==> src/rtl/led_walk_checker_pkg.sv <==
// rtl/led_walk_checker_pkg.sv - shared walking-light definitions: state encodings, default width, period
package led_walk_checker_pkg;

    typedef enum logic [1:0] {
        ST_SEARCH = 2'd0,
        ST_TRACK  = 2'd1,
        ST_LOCKED = 2'd2
    } state_t;

    localparam int DEFAULT_WIDTH = 8;

    // Bounce period, shared with the walker: 0..WIDTH-1 up, then WIDTH-2..1 back down.
    function automatic int period(input int width);
        return 2 * width - 2;
    endfunction

endpackage

==> src/rtl/led_walk_ref.sv <==
// rtl/led_walk_ref.sv - combinational phase decoder: expected LED vector, lit index, direction, next phase
module led_walk_ref
    import led_walk_checker_pkg::*;
#(
    parameter int WIDTH = DEFAULT_WIDTH,
    parameter int PH_W  = $clog2(period(DEFAULT_WIDTH)),
    parameter int POS_W = $clog2(DEFAULT_WIDTH)
) (
    input  logic [PH_W-1:0]  phase,
    output logic [WIDTH-1:0] exp_vec,
    output logic [POS_W-1:0] pos,
    output logic             dir,
    output logic [PH_W-1:0]  next_phase
);

    localparam int P = period(WIDTH);

    always_comb begin
        exp_vec    = '0;
        pos        = '0;
        dir        = 1'b0;
        next_phase = '0;
        if (int'(phase) < WIDTH) begin
            pos = POS_W'(int'(phase));
        end else begin
            pos = POS_W'(P - int'(phase));
        end
        exp_vec[pos] = 1'b1;
        dir          = (int'(phase) >= WIDTH - 1);
        next_phase   = (int'(phase) == P - 1) ? '0 : phase + PH_W'(1);
    end

endmodule

==> config.mk <==
export PLATFORM = sky130hd
export DESIGN_NAME = led_walk_ref
export DESIGN_NICKNAME = d
export VERILOG_FILES = /design/src/rtl/led_walk_checker_pkg.sv /design/src/rtl/led_walk_ref.sv
export SDC_FILE = /design/constraint.sdc
export NUM_CORES = 1
export LEC_CHECK = 0
export ABC_AREA = 1
export BUFFER_PORTS_ARGS = -buffer_cell sky130_fd_sc_hd__buf_2
export CAP_MARGIN = 20
export CORE_AREA = 4 4 41 43
export DETAILED_ROUTE_END_ITERATION = 8
export DIE_AREA = 0 0 45 47
export PLACE_DENSITY = 0.56
export SETUP_SLACK_MARGIN = 0.3
export SYNTH_ARGS = -nofsm -noshare
export SYNTH_HDL_FRONTEND = slang
export SYNTH_SLANG_ARGS = --single-unit
==> constraint.sdc <==
create_clock -name vclk -period 1.4
set_input_delay 0.07 -clock vclk [all_inputs]
set_output_delay 0.07 -clock vclk [all_outputs]
set_load 0.01 [all_outputs]
==> metrics.txt, run 1 <==
# TYPE chip_impl_metric gauge
chip_impl_metric{name="met2_wirelength",unit="um"} 496
chip_impl_info{name="critical_path.top_delay_family",value="simple AND/OR/NAND/NOR gates"} 1
chip_impl_metric{name="cp.arrival",unit="ns"} 0.96
chip_impl_metric{name="final_setup_violations",unit=""} 0
chip_impl_metric{name="netlist-cell-type-count",unit=""} 13
chip_impl_metric{name="critical_path_required",unit="ns"} 1.33
chip_impl_metric{name="tns",unit="ns"} 0
chip_impl_metric{name="syn_nets",unit=""} 53
chip_impl_metric{name="met1Wirelength",unit="um"} 365
chip_impl_metric{name="first_global_vias",unit=""} 297
chip_impl_metric{name="total_count_of_hold_check_failures_in_the_final_report",unit=""} 0
chip_impl_metric{name="antennaDiodeCount",unit=""} 0
chip_impl_metric{name="finalWeightedCongestion",unit=""} 0.7203
chip_impl_metric{name="layout-drive-gt1-share",unit="%"} 61.19
chip_impl_metric{name="dieArea",unit="sq um"} 2115
chip_impl_metric{name="critical_path_peak_fanout",unit=""} 6
chip_impl_metric{name="total_power_density_per_cell_area",unit="nW/um^2"} 369.0
chip_impl_metric{name="wire_per_inst",unit="um"} 10.85
chip_impl_metric{name="drt_pass1_iterations",unit=""} 3
chip_impl_metric{name="final-seq-area",unit="sq um"} 0
chip_impl_metric{name="initialDrtViolationCount",unit=""} 1
chip_impl_metric{name="vias",unit=""} 348
chip_impl_metric{name="post-route-util",unit="%"} 34.42
chip_impl_metric{name="number_of_flip_flops_and_latches",unit=""} 0
chip_impl_metric{name="worst_hold_slack",unit="ns"} 0.4009
chip_impl_metric{name="wirelength",unit="um"} 890
chip_impl_metric{name="portBuffers",unit=""} 20
chip_impl_metric{name="track_usage",unit="%"} 8.025
chip_impl_info{name="timing.critical_path.cells",value="buf_12 -> inv_6 -> ha_4 -> nand2_4 -> inv_2 -> nor2_4 -> nand3_2 -> nor2_2 -> buf_2"} 1
chip_impl_metric{name="timing.critical_path.buf_inv",unit=""} 4
chip_impl_metric{name="vias_per_cell",unit=""} 4.244
chip_impl_info{name="startpoint_type",value="input pin"} 1
chip_impl_metric{name="final_net_count",unit=""} 76
chip_impl_metric{name="grt_pass1_wl",unit="mm"} 1.324
chip_impl_metric{name="final-max-slew-violation-count",unit=""} 0
chip_impl_metric{name="critPathMaxStageDelay",unit="ns"} 0.20
chip_impl_metric{name="layout.clock_buffers",unit=""} 0
chip_impl_metric{name="fin_crit_sh",unit="%"} 73.81
chip_impl_metric{name="die_h",unit="um"} 47
chip_impl_metric{name="timing.slew.headroom",unit="%"} 84.53
chip_impl_metric{name="dp.final_hpwl",unit="um"} 717.9
chip_impl_metric{name="grt_start_max_net_pins",unit=""} 10
chip_impl_info{name="worst_setup_path_end_kind",value="output pin"} 1
chip_impl_info{name="timing.setup.critical_path_class",value="in -> out"} 1
chip_impl_metric{name="max_clock_freq",unit="MHz"} 967.7
chip_impl_info{name="highest-signal-layer",value="met3"} 1
chip_impl_metric{name="syn_area_per_cell",unit="sq um"} 5.195
chip_impl_metric{name="cellLeakagePower",unit="nW"} 0.2553
chip_impl_metric{name="antenna_found_initial",unit=""} 0
chip_impl_info{name="startpoint",value="phase[0]"} 1
chip_impl_metric{name="globalRouteOverflowTotal",unit=""} 0
chip_impl_metric{name="layout-area-overhead-vs-synth",unit="%"} 87.43
chip_impl_metric{name="antenna_left",unit=""} 0
chip_impl_metric{name="totalPowerFinal",unit="uW"} 165.3
chip_impl_metric{name="wl_met3",unit="um"} 28
chip_impl_metric{name="initial_core_util",unit="%"} 18.37
chip_impl_metric{name="top_level_ports",unit=""} 20
chip_impl_metric{name="synthesis.yosys.warnings",unit=""} 0
chip_impl_metric{name="placement_rows",unit=""} 13
chip_impl_metric{name="vdd.ir_drop.worst",unit="mV"} 0.09215
chip_impl_metric{name="post_synth_instance_area",unit="sq um"} 239.0
chip_impl_metric{name="hold_buffers",unit=""} 0
chip_impl_info{name="setup_repair_after_global_routing_missed_its_margin",value="yes"} 1
chip_impl_info{name="outcome",value="completed"} 1
chip_impl_metric{name="post-route-min-period",unit="ns"} 1.033
chip_impl_metric{name="drc_errors",unit=""} 0
chip_impl_info{name="worstSetupEndpoint",value="exp_vec[1]"} 1
chip_impl_metric{name="crit_cells",unit=""} 9
chip_impl_metric{name="worst_max_slew_pin_slew",unit="ns"} 0.2320
chip_impl_metric{name="core",unit="sq um"} 1301
chip_impl_metric{name="maxCapViolCount",unit=""} 0
chip_impl_metric{name="syn-instance-count",unit=""} 46
chip_impl_metric{name="ys_seq_area_share",unit="%"} 0
chip_impl_metric{name="die_w",unit="um"} 45
chip_impl_info{name="slowest_stage",value="sky130_fd_sc_hd__ha_4"} 1
chip_impl_info{name="timing.hold.worst.class",value="in -> out"} 1
==> tightest hold or removal path: stages <==
cell	delay [ns]
sky130_fd_sc_hd__buf_12	0.09
sky130_fd_sc_hd__nor2_1	0.04
sky130_fd_sc_hd__buf_2	0.12
==> cell families (layout without fill, tap and decap cells) <==
group | Yosys count | in the layout | synth area share [%]
and+or+nand+nor | 31 | 31 | 60.21
buffers and inverters | 8 | 29 | 14.14
AOI/OAI and AO/OA | 4 | 4 | 9.946
adders and majority gates | 3 | 3 | 15.71
==> synth_stat cells (all sizes together) <==
master / n / area, sq um
nand2: 10 / 42.54
nand3: 8 / 50.05
inv: 7 / 26.27
buf: 1 / 7.510
ha: 3 / 37.54
nor2: 13 / 51.30
a21oi: 1 / 5.000
o21ai: 3 / 18.77
==> layout make-up <==
type	count	area, sq um
Fill cell	159	853.3
Inverter	7	31.28
Multi-Input combinational cell	38	265.3
Tap cell	15	18.77
Timing Repair Buffer	22	132.6
==> how the worst min path moves through the flow <==
stage          startpoint          to  depth (start not counted)
3_3_place_gp     phase[0]      pos[0]                          2
5_1_grt          phase[0]  exp_vec[2]                          3
3_5_place_dp     phase[0]      pos[0]                          2
2_1_floorplan    phase[0]  exp_vec[0]                          1
4_1_cts          phase[0]      pos[0]                          2
6_report         phase[0]  exp_vec[2]                          3
==> report_power, final <==
group / internal (mW) / switching (mW)
Combinational: 0.0691 / 0.0962
Sequential: 0 / 0
Clock: 0 / 0
Total: 0.0691 / 0.0962
==> metrics by stage <==
| stage | instance area (sq um) | std cells | setup slack [ns] |
|---|---|---|---|
| global route | 447.9 | 82 | 0.2942 |
| floorplan | 239.0 | 46 | 0.4056 |
| detailed placement | 357.8 | 81 | 0.1012 |
| finish | 447.9 | 82 | 0.3666 |
| CTS | 376.6 | 81 | 0.3047 |
| global placement | 357.8 | 81 | 0.1438 |
==> layer usage <==
| metal | GRT usage [%] | vias to the layer above |
|---|---|---|
| met2 | 14.12 | 6 |
| met3 | 0 | 0 |
| met4 | 0 | 0 |
| met5 | 0 | - |
| li1 | - | 185 |
| met1 | 11.69 | 157 |
==> cell usage in the layout (no fill, tap or decap) <==
master / n
sky130_fd_sc_hd__a21oi_1: 1
sky130_fd_sc_hd__buf_12: 1
sky130_fd_sc_hd__buf_2: 18
sky130_fd_sc_hd__buf_4: 3
sky130_fd_sc_hd__ha_1: 1
sky130_fd_sc_hd__ha_2: 1
sky130_fd_sc_hd__ha_4: 1
sky130_fd_sc_hd__inv_1: 3
sky130_fd_sc_hd__inv_2: 3
sky130_fd_sc_hd__inv_6: 1
sky130_fd_sc_hd__nand2_1: 6
sky130_fd_sc_hd__nand2_2: 3
sky130_fd_sc_hd__nand2_4: 1
sky130_fd_sc_hd__nand3_1: 2
sky130_fd_sc_hd__nand3_2: 5
sky130_fd_sc_hd__nand3_4: 1
sky130_fd_sc_hd__nor2_1: 11
sky130_fd_sc_hd__nor2_2: 1
sky130_fd_sc_hd__nor2_4: 1
sky130_fd_sc_hd__o21ai_0: 2
sky130_fd_sc_hd__o21ai_2: 1
==> timing repair <==
action | CTS | global route
pin swaps | 3 | 5
buffers inserted | 0 | 1
endpoints found under the hold margin | 0 | 0
resized for setup | 4 | 19
endpoints found under the setup margin | 8 | 8
Note: power is estimated with default switching activity, not from simulation.
==> run 2, diff against run 1 <==
- clock period: 1.4 -> 1.03 ns (I/O delays scaled with it)
==> run 2 against run 1 <==
- die area unchanged
- flip-flop and latch count unchanged
- via count increased by 16%
- utilization increased by 13 points
- non-clock buffer count increased by 9
- combinational power increased by 90%
- power increased by 90%
- critical path type unchanged
==> metrics.txt, run 2 (synthesized netlist as in run 1, its figures left out) <==
# TYPE chip_impl_metric gauge
chip_impl_info{name="most-common-layout-cells",value="sky130_fd_sc_hd__buf_2, sky130_fd_sc_hd__buf_4, sky130_fd_sc_hd__nor2_1"} 1
chip_impl_metric{name="placement_rows",unit=""} 13
chip_impl_metric{name="die_h",unit="um"} 47
chip_impl_metric{name="final-seq-area",unit="sq um"} 0
chip_impl_metric{name="critical_path_peak_fanout",unit=""} 3
chip_impl_metric{name="antenna_found_initial",unit=""} 0
chip_impl_metric{name="finalInstanceArea",unit="sq um"} 618.1
chip_impl_info{name="layout.cells.most_common",value="sky130_fd_sc_hd__buf_2"} 1
chip_impl_metric{name="vias",unit=""} 404
chip_impl_metric{name="layout-drive-gt1-share",unit="%"} 80.26
chip_impl_info{name="slowest_stage",value="sky130_fd_sc_hd__ha_4"} 1
chip_impl_metric{name="layout-area-overhead-vs-synth",unit="%"} 158.6
chip_impl_metric{name="core",unit="sq um"} 1301
chip_impl_metric{name="critPathMaxStageDelay",unit="ns"} 0.23
chip_impl_metric{name="fin_crit_sh",unit="%"} 98.13
chip_impl_metric{name="preCtsSetupSlack",unit="ns"} -0.1340
chip_impl_metric{name="drt_pass1_iterations",unit=""} 4
chip_impl_metric{name="first_global_vias",unit=""} 365
chip_impl_metric{name="final.setup.worst_slack",unit="ns"} 0.01922
chip_impl_info{name="critical_path.most_common_cell",value="sky130_fd_sc_hd__nor2_4"} 1
chip_impl_metric{name="dpl_cell_area",unit="sq um"} 432.9
chip_impl_info{name="timing.critical_path.cells",value="buf_12 -> inv_12 -> ha_4 -> nand2_4 -> inv_2 -> nor2_4 -> nand3_2 -> nor2_4 -> buf_6"} 1
chip_impl_metric{name="post-route-min-period",unit="ns"} 1.011
chip_impl_info{name="setup_repair_after_global_routing_missed_its_margin",value="yes"} 1
chip_impl_metric{name="worst_hold_slack",unit="ns"} 0.5340
chip_impl_metric{name="number_of_flip_flops_and_latches",unit=""} 0
chip_impl_metric{name="top_level_ports",unit=""} 20
chip_impl_metric{name="initial_core_util",unit="%"} 18.37
chip_impl_info{name="worst_setup_path_end_kind",value="output pin"} 1
chip_impl_metric{name="maxCapViolCount",unit=""} 0
chip_impl_metric{name="dieArea",unit="sq um"} 2115
chip_impl_metric{name="drc_errors",unit=""} 0
chip_impl_metric{name="layout.clock_buffers",unit=""} 0
chip_impl_info{name="worstSetupEndpoint",value="exp_vec[4]"} 1
chip_impl_metric{name="die_w",unit="um"} 45
chip_impl_metric{name="placed_cells_incl_taps",unit=""} 85
chip_impl_metric{name="globalRouteOverflowTotal",unit=""} 0
chip_impl_metric{name="final-max-slew-violation-count",unit=""} 0
chip_impl_info{name="timing.hold.worst.class",value="in -> out"} 1
chip_impl_metric{name="post-route-util",unit="%"} 47.50
chip_impl_metric{name="dp.final_hpwl",unit="um"} 727.8
chip_impl_metric{name="antennaDiodeCount",unit=""} 0
chip_impl_metric{name="worst_max_slew_pin_slew",unit="ns"} 0.1912
chip_impl_metric{name="max_clock_freq",unit="MHz"} 989.3
chip_impl_metric{name="critical_path_required",unit="ns"} 0.98
chip_impl_info{name="outcome",value="completed"} 1
chip_impl_metric{name="final_net_count",unit=""} 85
chip_impl_metric{name="wire_per_inst",unit="um"} 12.43
chip_impl_metric{name="portBuffers",unit=""} 20
chip_impl_info{name="startpoint",value="phase[0]"} 1
chip_impl_metric{name="grt_pass1_wl",unit="mm"} 1.642
chip_impl_info{name="critical_path.top_delay_family",value="simple AND/OR/NAND/NOR gates"} 1
chip_impl_metric{name="crit_cells",unit=""} 9
chip_impl_metric{name="finalWeightedCongestion",unit=""} 0.7625
chip_impl_metric{name="track_usage",unit="%"} 10.39
chip_impl_metric{name="vdd.ir_drop.worst",unit="mV"} 0.1617
chip_impl_metric{name="initialDrtViolationCount",unit=""} 3
chip_impl_metric{name="wirelength",unit="mm"} 1.131
chip_impl_metric{name="timing.slew.headroom",unit="%"} 87.20
chip_impl_metric{name="final_setup_violations",unit=""} 0
chip_impl_metric{name="cellLeakagePower",unit="nW"} 0.3213
chip_impl_metric{name="hold_buffers",unit=""} 0
chip_impl_info{name="timing.setup.critical_path_class",value="in -> out"} 1
chip_impl_metric{name="total_count_of_hold_check_failures_in_the_final_report",unit=""} 0
chip_impl_metric{name="cp.arrival",unit="ns"} 0.96
chip_impl_info{name="startpoint_type",value="input pin"} 1
chip_impl_metric{name="vias_per_cell",unit=""} 4.440
chip_impl_metric{name="antenna_left",unit=""} 0
chip_impl_metric{name="total_power_density_per_cell_area",unit="nW/um^2"} 508.5
chip_impl_metric{name="grt_start_max_net_pins",unit=""} 9
chip_impl_metric{name="timing.critical_path.buf_inv",unit=""} 4
chip_impl_metric{name="stdcell_count",unit=""} 91
-- run 2: worst min path at each step --
stage,start,endpoint,slack (ns),cells past startpoint
finish,phase[3],next_phase[3],0.53,3
floorplan,phase[0],exp_vec[4],0.13,1
detailed placement,phase[2],next_phase[3],0.52,4
global route,phase[3],next_phase[3],0.55,3
global placement,phase[3],next_phase[3],0.52,3
CTS,phase[0],pos[0],0.49,3
-- run 2: metrics by stage --
step	TNS [ns]	power [mW]
global route	-0.09707	0.3390
detailed placement	-0.8264	0.2153
floorplan	0	0.1230
global placement	-0.7783	0.2142
CTS	0	0.2854
finish	0	0.3143
-- run 2: where the power goes --
| part | total [mW] | switching [mW] | leakage (nW) | internal (mW) |
|---|---|---|---|---|
| clock | 0 | 0 | 0 | 0 |
| combinational | 0.314 | 0.168 | 0.321 | 0.147 |
| sequential | 0 | 0 | 0 | 0 |
| total | 0.314 | 0.168 | 0.321 | 0.147 |
-- run 2: metal layers --
| metal | GRT usage [%] | vias to the layer above | wire length (um) |
|---|---|---|---|
| met4 | 0 | 0 | 0 |
| met1 | 12.13 | 186 | 384 |
| li1 | - | 207 | - |
| met5 | 0 | - | 0 |
| met3 | 0 | 0 | 33 |
| met2 | 22.03 | 11 | 713 |
-- run 2: cell type report --
class	instances	area, sq um
fillers	122	683.2
inverters	7	41.29
multi-input cells	38	327.8
well taps	15	18.77
repair buffers	31	230.2
-- run 2: repair_timing --
item	CTS	global route
pin swaps	9	7
endpoints found under the setup margin	15	15
setup buffers	4	2
gates resized for setup	26	11
